===== config.mk =====
export PLATFORM = sky130hd
export DESIGN_NAME = store_unit
export DESIGN_NICKNAME = d
export VERILOG_FILES = /design/src/rtl/store_unit.sv
export SDC_FILE = /design/constraint.sdc
export NUM_CORES = 1
export LEC_CHECK = 0
export ABC_AREA = 1
export BUFFER_PORTS_ARGS = -buffer_cell sky130_fd_sc_hd__buf_2
export CORE_UTILIZATION = 42
export CTS_BUF_LIST = sky130_fd_sc_hd__clkbuf_16
export CTS_CLUSTER_DIAMETER = 150
export DETAILED_ROUTE_END_ITERATION = 16
export PLACE_DENSITY = 0.7
export REMOVE_ABC_BUFFERS = 1
export SETUP_SLACK_MARGIN = 0.05
export SLEW_MARGIN = 20
export SYNTH_ARGS = -nofsm -noshare
export SYNTH_HDL_FRONTEND = slang
export SYNTH_SLANG_ARGS = --single-unit
export TNS_END_PERCENT = 5

===== constraint.sdc =====
create_clock -name clk -period 5.36 [get_ports clk]
set_input_delay 0.804 -clock clk [delete_from_list [all_inputs] [get_ports clk]]
set_output_delay 0.804 -clock clk [all_outputs]
set_load 0.02 [all_outputs]

===== src/rtl/store_unit.sv =====
//------------------------------------------------------------------------------
// Module  : store_unit
// Purpose : RISC-V SB/SH/SW store engine with read-modify-write for sub-word stores.
// Revision: 1.0
//------------------------------------------------------------------------------
`default_nettype none

module store_unit #(
  parameter int ADDR_WIDTH = 32,
  parameter int MEM_WORDS  = 256,
  localparam int IW        = $clog2(MEM_WORDS)
) (
  input  logic                  clk,
  input  logic                  reset,
  input  logic                  req_valid,
  output logic                  req_ready,
  input  logic [ADDR_WIDTH-1:0] req_addr,
  input  logic [31:0]           req_data,
  input  logic [2:0]            req_funct3,
  output logic                  resp_valid,
  output logic                  resp_error,
  output logic [IW-1:0]         mem_addr,
  output logic                  mem_rd_en,
  input  logic [31:0]           mem_rdata,
  output logic                  mem_wr_en,
  output logic [31:0]           mem_wdata,
  output logic [15:0]           store_count
);

  localparam logic [2:0] C_F3_SB = 3'b000;
  localparam logic [2:0] C_F3_SH = 3'b001;
  localparam logic [2:0] C_F3_SW = 3'b010;
  localparam logic [ADDR_WIDTH-2:0] C_MEM_WORDS = (ADDR_WIDTH-1)'(MEM_WORDS);

  typedef enum logic [2:0] {
    S_IDLE  = 3'd0,
    S_READ  = 3'd1,
    S_MERGE = 3'd2,
    S_WRITE = 3'd3,
    S_RESP  = 3'd4
  } state_t;

  state_t            state;
  state_t            state_next;
  logic [IW-1:0]     r_index;
  logic [1:0]        r_lane;
  logic [31:0]       r_data;
  logic              r_half;
  logic              r_error;
  logic [15:0]       r_count;

  logic              w_handshake;
  logic              w_illegal;
  logic              w_misaligned;
  logic              w_out_of_range;
  logic              w_error;
  logic [ADDR_WIDTH-2:0] w_word_num;
  logic [31:0]       w_merged;

  assign w_handshake    = req_valid && (state == S_IDLE);
  assign w_illegal      = (req_funct3 != C_F3_SB) && (req_funct3 != C_F3_SH) &&
                          (req_funct3 != C_F3_SW);
  assign w_misaligned   = ((req_funct3 == C_F3_SH) && req_addr[0]) ||
                          ((req_funct3 == C_F3_SW) && (req_addr[1:0] != 2'b00));
  assign w_word_num     = {1'b0, req_addr[ADDR_WIDTH-1:2]};
  assign w_out_of_range = (w_word_num >= C_MEM_WORDS);
  assign w_error        = w_illegal || w_misaligned || w_out_of_range;

  always_ff @(posedge clk or negedge reset) begin
    if (!reset) begin
      state <= S_IDLE;
    end else begin
      state <= state_next;
    end
  end

  always_ff @(posedge clk or negedge reset) begin
    if (!reset) begin
      r_index <= '0;
      r_lane  <= 2'b00;
      r_data  <= 32'h0;
      r_half  <= 1'b0;
      r_error <= 1'b0;
    end else if (w_handshake) begin
      r_index <= req_addr[IW+1:2];
      r_lane  <= req_addr[1:0];
      r_data  <= req_data;
      r_half  <= (req_funct3 == C_F3_SH);
      r_error <= w_error;
    end
  end

  // Counted on the edge that leaves RESP, so the response cycle still shows the old value.
  always_ff @(posedge clk or negedge reset) begin
    if (!reset) begin
      r_count <= 16'h0;
    end else if ((state == S_RESP) && !r_error) begin
      r_count <= r_count + 16'd1;
    end
  end

  always_comb begin
    state_next = state;
    case (state)
      S_IDLE: begin
        if (req_valid) begin
          if (w_error) begin
            state_next = S_RESP;
          end else if (req_funct3 == C_F3_SW) begin
            state_next = S_WRITE;
          end else begin
            state_next = S_READ;
          end
        end
      end
      S_READ:  state_next = S_MERGE;
      S_MERGE: state_next = S_RESP;
      S_WRITE: state_next = S_RESP;
      S_RESP:  state_next = S_IDLE;
      default: state_next = S_IDLE;
    endcase
  end

  // Little-endian lane replacement over the word just read back.
  always_comb begin
    w_merged = mem_rdata;
    if (r_half) begin
      if (r_lane[1]) begin
        w_merged[31:16] = r_data[15:0];
      end else begin
        w_merged[15:0]  = r_data[15:0];
      end
    end else begin
      w_merged[{r_lane, 3'b000} +: 8] = r_data[7:0];
    end
  end

  always_comb begin
    req_ready  = (state == S_IDLE);
    resp_valid = (state == S_RESP);
    resp_error = (state == S_RESP) && r_error;
    mem_rd_en  = (state == S_READ);
    mem_wr_en  = (state == S_MERGE) || (state == S_WRITE);
    mem_addr   = r_index;
    mem_wdata  = 32'h0;
    if (state == S_MERGE) begin
      mem_wdata = w_merged;
    end else if (state == S_WRITE) begin
      mem_wdata = r_data;
    end
  end

  assign store_count = r_count;

endmodule

`default_nettype wire


After elaboration in Yosys (flattened, before gate mapping)
Cells that the tools add are included.
{"block": "word_totals", "ff_bits": 63, "latch_bits": 0, "ramBits": 0, "mem_bits_ro": 0, "in_bits": 102, "output_inout_bits": 61, "wordCells": 47, "memories": 0}
{"block": "op_classes", "addsub": 2, "n_mul": 0, "n_div": 0, "magnitude_cmp": 1, "n_eq_ne": 9, "shift": 2, "n_mux": 10, "bitwise": 0, "n_reduce_logical": 16}
{"cell": "32-bit two-way mux", "count": 3}
{"cell": "32-bit bitwise mux", "count": 1}
{"cell": "16-bit two-way mux", "count": 2}
{"cell": "8-bit by 7-bit variable shift with 32-bit output, first input constant", "count": 1}
{"cell": "8-bit by 7-bit indexed part select with 32-bit output", "count": 1}
{"cell": "30-bit by 9-bit greater-or-equal comparator with 1-bit output, second input constant", "count": 1}
{"cell": "16-bit by 1-bit adder with 16-bit output, second input constant", "count": 1}
{"cell": "3-bit by 2-bit == test with 1-bit output, second input constant", "count": 3}
{"cell": "3-bit case mux with 3 select lines", "count": 1}
{"cell": "1-bit logical AND", "count": 7}
{"cell": "5-bit negator with 7-bit output", "count": 1}
{"cell": "3-bit by 1-bit == test with 1-bit output, second input constant", "count": 2}
{"cell": "3-bit two-way mux", "count": 2}
{"cell": "1-bit logical OR", "count": 4}
{"cell": "3-bit == test, second input constant", "count": 1}
{"cell": "3-bit zero test", "count": 1}
{"cell": "3-bit by 1-bit != test with 1-bit output, second input constant", "count": 1}
{"cell": "3-bit by 2-bit != test with 1-bit output, second input constant", "count": 1}
{"cell": "3-bit nonzero test", "count": 1}
{"cell": "2-bit two-way mux", "count": 1}
{"cell": "2-bit != test, second input constant", "count": 1}
{"cell": "2-bit nonzero test", "count": 1}
{"cell": "2-bit OR reduction", "count": 1}
{"cell": "1-bit zero test", "count": 1}

Longest topological paths before layout
Gate-level depths: netlist of run 1.
{"block": "depth", "ltp_word": 8, "depth_mapped": 10, "depth_no_buf": 9}

Worst setup path after synthesis of run 1
OpenSTA, ideal clock, no wires.
{"block": "synth_timing", "path_kind": "reg2out", "start": "register r_lane[1]", "end": "output mem_wdata[0]", "t_arrival_ns": 1.936, "setup_slack_ns": 2.620, "stages_incl_launch_ff": 11, "path_cell_list": "dfrtp_1 > clkinv_1 > clkbuf_1 > ha_1 > inv_1 > nand4_1 > o22ai_1 > nand2_1 > nand2_1 > nand2_1 > nand2_1"}
{"block": "synth_via", "elab_chain_len": 5}
{"item": "from (decl)", "line": "46", "source": "logic [1:0] r_lane;"}
{"item": "from (signal assigned)", "line": "86", "source": "r_lane <= req_addr[1:0];"}
{"item": "5-bit negator with 7-bit output", "line": "134", "source": "w_merged[{r_lane, 3'b000} +: 8] = r_data[7:0];"}
{"item": "8-bit by 7-bit indexed part select with 32-bit output / 8-bit by 7-bit variable shift with 32-bit output (equally long branches)", "line": "134"}
{"item": "32-bit bitwise mux", "line": "134"}
{"item": "32-bit two-way mux *", "line": "127", "source": "if (r_half) begin"}
{"item": "32-bit two-way mux *", "line": "146", "source": "if (state == S_MERGE) begin"}
{"item": "to (decl)", "line": "26", "source": "output logic [31:0] mem_wdata,"}
Every way passes the cells marked *; elsewhere a longest branch is shown, timed or not.

Worst setup path in the final report of run 1
{"block": "layout_timing", "start": "register r_lane[1]", "end": "output mem_wdata[4]"}
The elaborated chain is that of the path after synthesis.

==> impl_results.md, run 1 <==
* Clk buf depth at 2
* Post-CTS setup repair buffer count at 0
* Vias in the first global route at roughly 4300
* Pre-antenna DRT Iters at 5
* Synth Area in XOR/XNOR at 0.0257
* WP data arrival at between 2000 and 3000 ps
* Drt wl/cell at around 14 um
* Largest cells by area after synthesis: dfrtp_1 36%, nand2_1 16%, mux2_4 6.5%, inv_1 6.2%, nor2_1 4.0%
* Top-area cell type share of the netlist area at 0.360
* CP dominant cell by count: nand2_1
* TritonCTS Buffers at 9
* Setup TNS at 0 ps
* Predominant post-synthesis flop cell: dfrtp_1
* Fin Clk Skew at approximately 5 ps
* Std cell rows at 36
* Endpoints failing setup at 0
* WHS at just over 500 ps
* First-pass GRT wire length at about 21000 um
* Share of cells above drive strength 1 at 0.292
* Synth unique cells at 40
* Cells after Synth at slightly below 600
* Iter 0 DRT Violations at between 200 and 250
* Sequential area share after synthesis at 0.360
* Asr flop ratio synth at 1.00
* Final WL at 12500 um
* Vias after detailed routing at 4478
* Clock-pin slew on the worst setup and hold paths at approximately 50 ps
* Multiplexer area fraction after synthesis at 0.0779
* Synth Area in Compound Gates at 0.153
* Total gr overflow at 0
* All-layer global routing usage at 0.238
* Slowest CP cell: ha_1
* Hold-fix buffer count after cts at 0
* Worst hold path type: reg2reg
* Post-CTS resize count at 0
* Slowest stage delay, CP at around 490 ps
* H-tree level count at 3
* Final Hold Viols at 0
* Worst Max-Slew Pin Slew at roughly 1100 ps
* TritonCTS clock tree: done
* Die footprint at between 10000 and 15000 um^2
* Max_cap viols at 0
* Critical Path Sink Type: primary output
* Synth Cell Area at 4380 um^2
* GP Congestion at between 0.8 and 0.9
* Power density cells at 400 nW/um^2
* RSZ-0062 raised after global routing: false
* EDFF count, synth at 0
* Antenna Nets Post-Route at 0
* Initial antenna violation count at 1
* WP data required at ~4600 ps
* Synthesized flop and latch total at 63
* Clk root buf: clkbuf_16
* Startpoint types: register
* Clock Latency Late Sink at between 300 and 400 ps
* Avg Inst Size Synth at 7.52 um^2
* Core ar. at 9950 um^2
* Hpwl dp at roughly 8900 um
* Drc violations at 0
* YS warnings at 0
* Largest fanout on the critical path at 19
* Synth top cells by count: 183 x nand2_1, 72 x inv_1, 63 x dfrtp_1
* Starting Density at 0.440
* Synth Area in Adders at 0.0171
* P_leak at just over 0.003 uW
* Status: finished clean
* Port buffer count at ~160
* Max Slew Vio Count at 0
* Layout area overhead at 26.1%
* Num ports at ~160
* Die W at roughly 100 um
* Slew Limit Headroom at 0.293
* Final nets at between 800 and 900
* Tmin final at between 3000 and 4000 ps
* Cell taking the most area after synthesis: dfrtp_1
* Final period util at 0.673
* Most frequent cell after synthesis: nand2_1
* Largest net degree at the start of global routing at between 60 and 70
* Worst path cell trace: clkinv_1 > ha_1 > inv_1 > nand4_1 > o22ai_1 > nand2_1 > nand2_1 > nand2_1 > nand2_1 > buf_2
* Die height at around 100 um
* Clock Sinks at 63
* Post-Synth Simple-Gate Area at 0.264
* Vias per inst at between 5 and 6
* Main combinational cell family by area after synthesis: simple AND/OR/NAND/NOR gates
* Fmax at 277 MHz
* Peak VDD IR at 0.205 mV
* WS Path Type: reg2out
## registers in the layout (all words and copies together) (netlist names)
register,cells
r_lane,2
r_error,1
state,3
mem_addr,8
store_count,16
r_half,1
r_data,32
## worst max-delay path, delay by kind of cell, from the launching register on
family | cells | cell delay (ps)
fa+ha+maj | 1 | 490
compound gates | 1 | 220
simple gates | 5 | 600
flops | 1 | 450
buf+inv | 3 | 710
## through the flow
stage | util | instance area [um^2] | worst slack, ps | instances | power, uW
finish | 0.555 | 5530 | 1750 | 873 | 2210
global route | 0.555 | 5530 | 1480 | 873 | 2370
CTS | 0.555 | 5530 | 1770 | 872 | 2220
detailed placement | 0.524 | 5220 | 2140 | 856 | 1600
global placement | 0.524 | 5220 | 2220 | 856 | 1580
floorplan | - | 4230 | 2360 | 559 | 1350
## power by group
group / leakage, uW / total (uW) / switching [uW] / internal, uW
combinational: 0.00220 / 884 / 531 / 353
clock: 0.000157 / 602 / 203 / 399
sequential: 0.000765 / 726 / 114 / 612
## cell families (layout without fill, tap and decap cells)
family          Yosys count  after routing
flops                    63             63
other cells               0              1
xor+xnor                 12             12
simple gates            269            269
compound gates          108            108
buf+inv                 101            257
mux                      24             24
fa+ha+maj                 6              6
## cells in the final DEF (no fill, tap or decap), drive strengths merged
cell	instances
o21ai	21
xor2	6
inv	76
buf	164
o22ai	24
o221ai	8
or2	1
clkbuf	9
ha	6
and2	1
a31oi	1
a221oi	8
clkinv	6
nand4	7
a22oi	16
diode	1
bufinv	2
nand3b	2
nor3	5
mux2	24
nand3	15
dfrtp	63
xnor2	6
a21oi	30
nor2	51
nand2	187
## final cells by class
type                       instances  area [um^2]
timing repair buffer             164          826
tap                              133          166
clock buffer                       9          225
clock inverter                     7         80.1
sequential                        63         1580
multi-input combinational        419         2360
antenna                            1         2.50
inverter                          77          292
fill                             962         4430
## metal layers
metal,part of all wire,vias to the layer above,global-route usage
met1,0.42,2040,0.314
li1,-,2214,-
met2,0.48,208,0.381
met5,0,-,0
met3,0.087,16,0.0589
met4,0.015,0,0.0786
## path summary, 6_finish.rpt
check / from / endpoint / slack, ps / cells past startpoint
max: r_lane[1] / mem_wdata[4] / 1750 / 10
min: mem_addr[7] / mem_addr[7] / 500 / 1
max reg2reg: state[2] / mem_addr[7] / 3680 / 5
min reg2reg: mem_addr[7] / mem_addr[7] / 500 / 1
max in group asynchronous: reset / r_data[14] / 4170 / 2
min in group asynchronous: reset / r_data[16] / 660 / 2
Power figures use the tool's default switching activity.
==> run 2: changes to the inputs <==
--- a/config.mk
+++ b/config.mk
@@ -5,13 +5,13 @@
 export SDC_FILE = /design/constraint.sdc
 export NUM_CORES = 1
 export LEC_CHECK = 0
-export ABC_AREA = 1
+export ABC_AREA = 0
 export BUFFER_PORTS_ARGS = -buffer_cell sky130_fd_sc_hd__buf_2
 export CORE_UTILIZATION = 42
 export CTS_BUF_LIST = sky130_fd_sc_hd__clkbuf_16
 export CTS_CLUSTER_DIAMETER = 150
 export DETAILED_ROUTE_END_ITERATION = 16
-export PLACE_DENSITY = 0.7
+export PLACE_DENSITY = 0.72
 export REMOVE_ABC_BUFFERS = 1
 export SETUP_SLACK_MARGIN = 0.05
 export SLEW_MARGIN = 20
==> constraint.sdc (replaced) <==
create_clock -name clk -period 3.4 [get_ports clk]
set_input_delay 0.51 -clock clk [delete_from_list [all_inputs] [get_ports clk]]
set_output_delay 0.51 -clock clk [all_outputs]
set_load 0.02 [all_outputs]
==> run 2 against run 1 <==
  * Register-to-register slack got worse by 2300 ps
  * Final area is 9.7% lower
  * Global-route usage shrank 1.0 points
  * Critical path depth down 2
  * First-iteration DRC count down 47%
  * Synthesized area shrank 14%
==> impl_results.md, run 2 <==
* Worst reg2reg startpoint: state[1]
* Die W at 96.6 um (-7.3%)
* Die height at 96.6 um (-7.3%)
* Port buffer count at 162 (unchanged)
* Clock-pin slew on the worst setup and hold paths at 50 ps (about the same)
* Critical path's top delay family: buffers and inverters
* Commonest non-fill, non-tap cells in the layout: 162 x buf_2, 63 x dfrtp_1, 40 x mux2_2, 34 x nand2_1, 24 x mux2i_1
* Post-CTS resize count at 0 (unchanged)
* Final WL at 10500 um (-16%)
* Slowest stage delay, CP at 400 ps (-90 ps)
* All-layer global routing usage at 0.228 (-0.0102)
* R2R Path End: store_count[15]
* Clk root buf: clkbuf_16
* Status: finished clean
* Critical Path Sink Type: primary output
* Synth top cells by count: 63 x dfrtp_1, 40 x mux2_2, 34 x nand2_1
* First-pass GRT wire length at 16100 um (-23%)
* YS warnings at 0 (unchanged)
* Layout area overhead at 32.9%
* Pre-antenna DRT Iters at 4 (-1)
* Max_cap viols at 0 (unchanged)
* Cells after Synth at 352 (-40%)
* Drt wl/cell at 16.7 um (+17%)
* Largest reg by FF count: r_data
* Slew Limit Headroom at 0.379 (+0.0855)
* H-tree level count at 3 (unchanged)
* Commonest non-fill, non-tap cell in the layout: buf_2
* Worst path cell trace: buf_4 > ha_1 > clkinv_1 > nor4_2 > buf_4 > a221o_1 > a32o_1 > buf_2
* Iter 0 DRT Violations at 124 (-47%)
* Slowest CP cell: buf_4
* Setup TNS at 0 ps (unchanged)
* Worst reg2reg path depth at 4 (-1)
* Endpoints failing setup at 0 (unchanged)
* WS Path Type: reg2out
* Avg Inst Size Synth at 10.7 um^2 (+42%)
* Vias after detailed routing at 3501 (-22%)
* Final Hold Viols at 0 (unchanged)
* Synth unique cells at 43 (+7.5%)
* WP buf/inv at 4 (+1)
* Sequential area share after synthesis at 0.420 (+0.0600)
* Tot Pwr at 2310 uW (+4.6%)
* Clk buf depth at 2 (unchanged)
* Setup WS post-layout at 337 ps (-1420 ps)
* Synth Cell Area at 3760 um^2 (-14%)
* Clock Latency Late Sink at 320 ps (about the same)
* Fmax at about 330 MHz
* Peak VDD IR at 0.270 mV (+32%)
* Die footprint at 9330 um^2 (-14%)
* Pre-CTS setup slack at 684 ps (-1460 ps)
* Most frequent cell after synthesis: dfrtp_1
* Max Slew Vio Count at 0 (unchanged)
* Starting Density at 0.433 (-0.00746)
* P_leak at 0.00246 uW (-21%)
* TritonCTS clock tree: done
* Asr flop ratio synth at 1.00 (unchanged)
* Util after Layout at 0.575 (+0.0200)
* Antenna diodes at 0 (-1)
* Top-area cell type share of the netlist area at 0.420 (+0.0600)
* EDFF count, synth at 0 (unchanged)
* Largest net degree at the start of global routing at 44 (-32%)
* Largest fanout on the critical path at 28 (+9)
* Cell taking the most area after synthesis: dfrtp_1
* Post-CTS setup repair buffer count at 0 (unchanged)
* Final period util at 0.901
* Startpoint types: register
* Final nets at 621 (-26%)
* RSZ-0062 raised after global routing: false
* Reg-to-reg slack, setup at 1420 ps (-2260 ps)
* Core ar. at 8680 um^2 (-13%)
* Largest cells by area after synthesis: dfrtp_1 42%, mux2_2 12%, mux2i_1 6.4%, a221o_1 4.3%, a32o_1 3.7%
* Worst hold path type: in2async
* Share of cells above drive strength 1 at 0.444 (+0.152)
* Tmin final at 3060 ps
* Largest register FFs at 32 (unchanged)
* Initial antenna violation count at 0 (-1)
* Hpwl dp at 7590 um (-15%)
* Vias in the first global route at 3316 (-23%)
* WP data arrival at 2550 ps (-250 ps)
* Total gr overflow at 0 (unchanged)
* Clock Sinks at 63 (unchanged)
* Worst Max-Slew Pin Slew at 930 ps (-127 ps)
* Drc violations at 0 (unchanged)
* Antenna Nets Post-Route at 0 (unchanged)
* Hold-fix buffer count after cts at 0 (unchanged)
* Power density cells at 463 nW/um^2 (+16%)
* Synthesized flop and latch total at 63 (unchanged)
* GP Congestion at 0.824 (-5.0%)
* Vias per inst at 5.59 (+9.0%)
* Num ports at 163 (unchanged)
* Fin Clk Skew at 3.62 ps (-1.42 ps)
* TritonCTS Buffers at 9 (unchanged)
* WP data required at 2890 ps (-1670 ps)
* WHS at 154 ps (-349 ps)
* Predominant post-synthesis flop cell: dfrtp_1
* CP dominant cell by count: buf_4
* Std cell rows at 34 (-5.6%)
==> run 2: cell count changes in the layout (fill, tap and decap cells not counted), moves of 8 or more <==
cell,previous run,this run
o22ai_1,24,1
o221ai_1,8,0
a21oi_1,30,10
mux2_4,19,0
a211o_1,0,8
buf_4,2,11
a221o_1,0,16
o21ai_0,21,2
a32o_1,0,14
mux2i_1,0,24
inv_1,74,11
mux2_2,5,40
nor2_1,47,18
nand2_1,183,34
==> run 2: cells by family after synthesis <==
family	count (synthesis)	share of synthesized area
buffers and inverters	33	0.0376
DFF	63	0.420
and+or+nand+nor	96	0.135
muxes	65	0.187
xor gates and xnor gates	15	0.0350
adders and majority gates	6	0.0200
AOI/OAI and AO/OA	74	0.167
==> run 2: how the worst max path moves through the flow <==
stage	slack [ps]	from	depth (start not counted)	endpoint
finish	340	r_lane[1]	8	mem_wdata[25]
global route	70	r_lane[1]	8	mem_wdata[19]
CTS	330	r_lane[1]	8	mem_wdata[17]
detailed placement	680	r_lane[1]	8	mem_wdata[18]
global placement	760	r_lane[1]	8	mem_wdata[18]
floorplan	-1160	state[0]	3	mem_addr[0]
==> run 2: layout make-up <==
cell class | instances | area (um^2)
Clock buffer | 9 | 225
Fill cell | 806 | 3690
Tap cell | 108 | 135
Inverter | 10 | 37.5
Clock inverter | 7 | 80.1
Multi-Input combinational cell | 256 | 2040
Timing Repair Buffer | 173 | 893
Sequential cell | 63 | 1580
==> run 2: per-stage QoR <==
| stage | cell area [um^2] | std cells |
|---|---|---|
| final | 4990 | 626 |
| after floorplan | 3650 | 329 |
| after detailed placement | 4690 | 610 |
| after global routing | 4990 | 626 |
| after global placement | 4690 | 610 |
| after CTS | 4990 | 626 |
==> run 2: report_power, final <==
group / switching (uW) / internal [uW] / leakage, uW
sequential: 83.1 / 830 / 0.000775
clock: 323 / 630 / 0.000157
combinational: 218 / 230 / 0.00153
total: 625 / 1690 / 0.00246
==> run 2: per-layer routing <==
layer  track usage  part of all wire  vias to the layer above
li1              -                 -                     1660
met1         0.299              0.42                     1711
met2         0.368              0.50                      117
met3        0.0579             0.060                       13
met4        0.0686             0.016                        0
met5             0                 0                        -
==> run 3: changes to the inputs <==
--- a/config.mk
+++ b/config.mk
@@ -14,7 +14,6 @@
 export PLACE_DENSITY = 0.72
 export REMOVE_ABC_BUFFERS = 1
 export SETUP_SLACK_MARGIN = 0.05
-export SLEW_MARGIN = 20
 export SYNTH_ARGS = -nofsm -noshare
 export SYNTH_HDL_FRONTEND = slang
 export SYNTH_SLANG_ARGS = --single-unit
==> constraint.sdc (replaced) <==
create_clock -name clk -period 3.2 [get_ports clk]
set_input_delay 0.48 -clock clk [delete_from_list [all_inputs] [get_ports clk]]
set_output_delay 0.48 -clock clk [all_outputs]
set_load 0.02 [all_outputs]
==> run 3 against run 2 <==
  * Critical path depth stayed put
  * Combinational power increased by 7.4%
  * Core utilization increased by 0.75 points
  * Clock skew rose by 3.9 ps
  * Total power increased by 12%
  * Final area grew 1.3%
  * Critical path type unchanged
  * Highest routed layer unchanged
==> impl_results.md, run 3 (synthesis gave the netlist of run 2 again) <==
* Clk root buf: clkbuf_16
* All-layer global routing usage at 0.228 (+0.000371)
* Worst Max-Slew Pin Slew at 809 ps (-121 ps)
* Largest reg by FF count: r_data
* Share of cells above drive strength 1 at 0.456 (+0.0118)
* RSZ-0062 raised after global routing: false
* Worst path cell trace: inv_1 > ha_1 > nor4bb_2 > buf_4 > a221oi_1 > a211o_1 > a21oi_1 > buf_2
* Drc violations at 0 (unchanged)
* Hpwl dp at 7760 um (+2.3%)
* Max Slew Vio Count at 0 (unchanged)
* Commonest non-fill, non-tap cell in the layout: buf_2
* Clock-pin slew on the worst setup and hold paths at 50 ps (about the same)
* WP data arrival at 2490 ps (-60 ps)
* Setup WS post-layout at 234 ps (-103 ps)
* Die footprint at 9330 um^2 (unchanged)
* Clk buf depth at 2 (unchanged)
* Fmax at 337 MHz
* Power density cells at 513 nW/um^2 (+11%)
* Sw Share at 0.270 (about the same)
* Die height at 96.6 um (unchanged)
* H-tree level count at 3 (unchanged)
* Fin cells at 628 (+0.32%)
* Comb power frac at 0.185 (-0.008)
* Initial antenna violation count at 0 (unchanged)
* Antenna Nets Post-Route at 0 (unchanged)
* Iter 0 DRT Violations at 95 (-23%)
* Util after Layout at 0.583 (+0.00750)
* Final nets at 623 (+0.32%)
* Placed cells at 612 (+0.33%)
* Final Hold Viols at 0 (unchanged)
* Largest net degree at the start of global routing at 33 (-25%)
* P_leak at 0.00248 uW (+0.83%)
* Endpoints failing setup at 0 (unchanged)
* TritonCTS Buffers at 9 (unchanged)
* NetSw at 699 uW (+12%)
* WP buf/inv at 3 (-1)
* Slew Limit Headroom at 0.459 (+0.0808)
* GP Congestion at 0.821 (-0.36%)
* Internal Pwr Total at 1890 uW (+12%)
* Status: finished clean
* Clock Latency Late Sink at 330 ps (about the same)
* Commonest non-fill, non-tap cells in the layout: 162 x buf_2, 63 x dfrtp_1, 40 x mux2_2, 34 x nand2_1, 24 x mux2i_1
* Slowest CP cell: dfrtp_1
* Clock share of power at 0.439 (+0.027)
* Largest fanout on the critical path at 8 (-71%)
* Std cell rows at 34 (unchanged)
* Final WL at 10500 um (-0.17%)
* Clock Sinks at 63 (unchanged)
* Pre-CTS setup slack at 546 ps (-137 ps)
* Die W at 96.6 um (unchanged)
* Critical Path Sink Type: primary output
* Critical path's top delay family: buffers and inverters
* Antenna diodes at 0 (unchanged)
* Port buffer count at 162 (unchanged)
* WP data required at 2720 ps (-170 ps)
* TritonCTS clock tree: done
* Starting Density at 0.433 (unchanged)
* Vias after detailed routing at 3541 (+1.1%)
* Num ports at 163 (unchanged)
* Worst hold path type: in2async
* Largest register FFs at 32 (unchanged)
* Layout area overhead at 34.6%
* Max_cap viols at 0 (unchanged)
* First-pass GRT wire length at 15900 um (-1.2%)
* Peak VDD IR at 0.305 mV (+13%)
* WS Path Type: reg2out
* Vias in the first global route at 3300 (-0.48%)
* Pre-antenna DRT Iters at 6 (+2)
* Sequential Power Share at 0.375 (-0.020)
* Setup TNS at 0 ps (unchanged)
* Drt wl/cell at 16.7 um (-0.49%)
* Core ar. at 8680 um^2 (unchanged)
* Total gr overflow at 0 (unchanged)
* Final period util at 0.927
* Startpoint types: register
* Slowest stage delay, CP at 440 ps (+40 ps)
* Vias per inst at 5.64 (+0.82%)
* Fin Clk Skew at 7.51 ps (+3.88 ps)
* Tmin final at 2970 ps
* Tot Pwr at 2590 uW (+12%)
## run 3: cell count changes in the layout (fill, tap and decap cells not counted), sizes merged
cell and change:
buf +2, clkinv -1, bufinv +1, inv -1, clkinvlp +1
## run 3: per-stage QoR
| stage | hold WS (ps) | area (um^2) |
|---|---|---|
| 2_1_floorplan | 184 | 3650 |
| 4_1_cts | 94.6 | 5050 |
| 5_1_grt | 123 | 5060 |
| 3_5_place_dp | 440 | 4700 |
| 6_report | 87.8 | 5060 |
| 3_3_place_gp | 439 | 4700 |
## run 3: repair_timing
item	in CTS	in global routing
hold buffers	0	0
setup buffers	0	0
resized for setup	0	2
endpoints found under the setup margin	0	7
## run 3: power groups by stage
stage	Clock (uW)	Combinational (uW)	Sequential, uW
after global placement	0	466	980
after floorplan	0	273	997
after CTS	1160	481	971
after detailed placement	0	480	985
final	1140	481	973
after global routing	1200	527	986
## run 3: area by class of cell
class	count	area [um^2]
inverter	10	37.5
multi-input combinational	256	2050
tap	108	135
clock inverter	7	120
fill	835	3620
clock buffer	9	225
sequential	63	1580
timing repair buffer	175	912
## run 3: metal layers
layer	GRT usage	wire [um]
met1	0.288	4460
met2	0.377	5260
met3	0.0501	570
met4	0.0944	177
met5	0	0
## run 3: final timing paths
| path | startpoint | cells past startpoint | end | slack (ps) |
|---|---|---|---|---|
| worst max register to register | state[1] | 4 | store_count[15] | 1250 |
| worst min-delay path | reset | 1 | r_data[18] | 90 |
| worst max-delay path | r_lane[0] | 8 | mem_wdata[18] | 230 |
| max in group asynchronous | reset | 2 | store_count[1] | 2430 |
| worst min register to register | store_count[15] | 1 | store_count[15] | 470 |
| min in group clk | req_data[12] | 2 | r_data[12] | 380 |
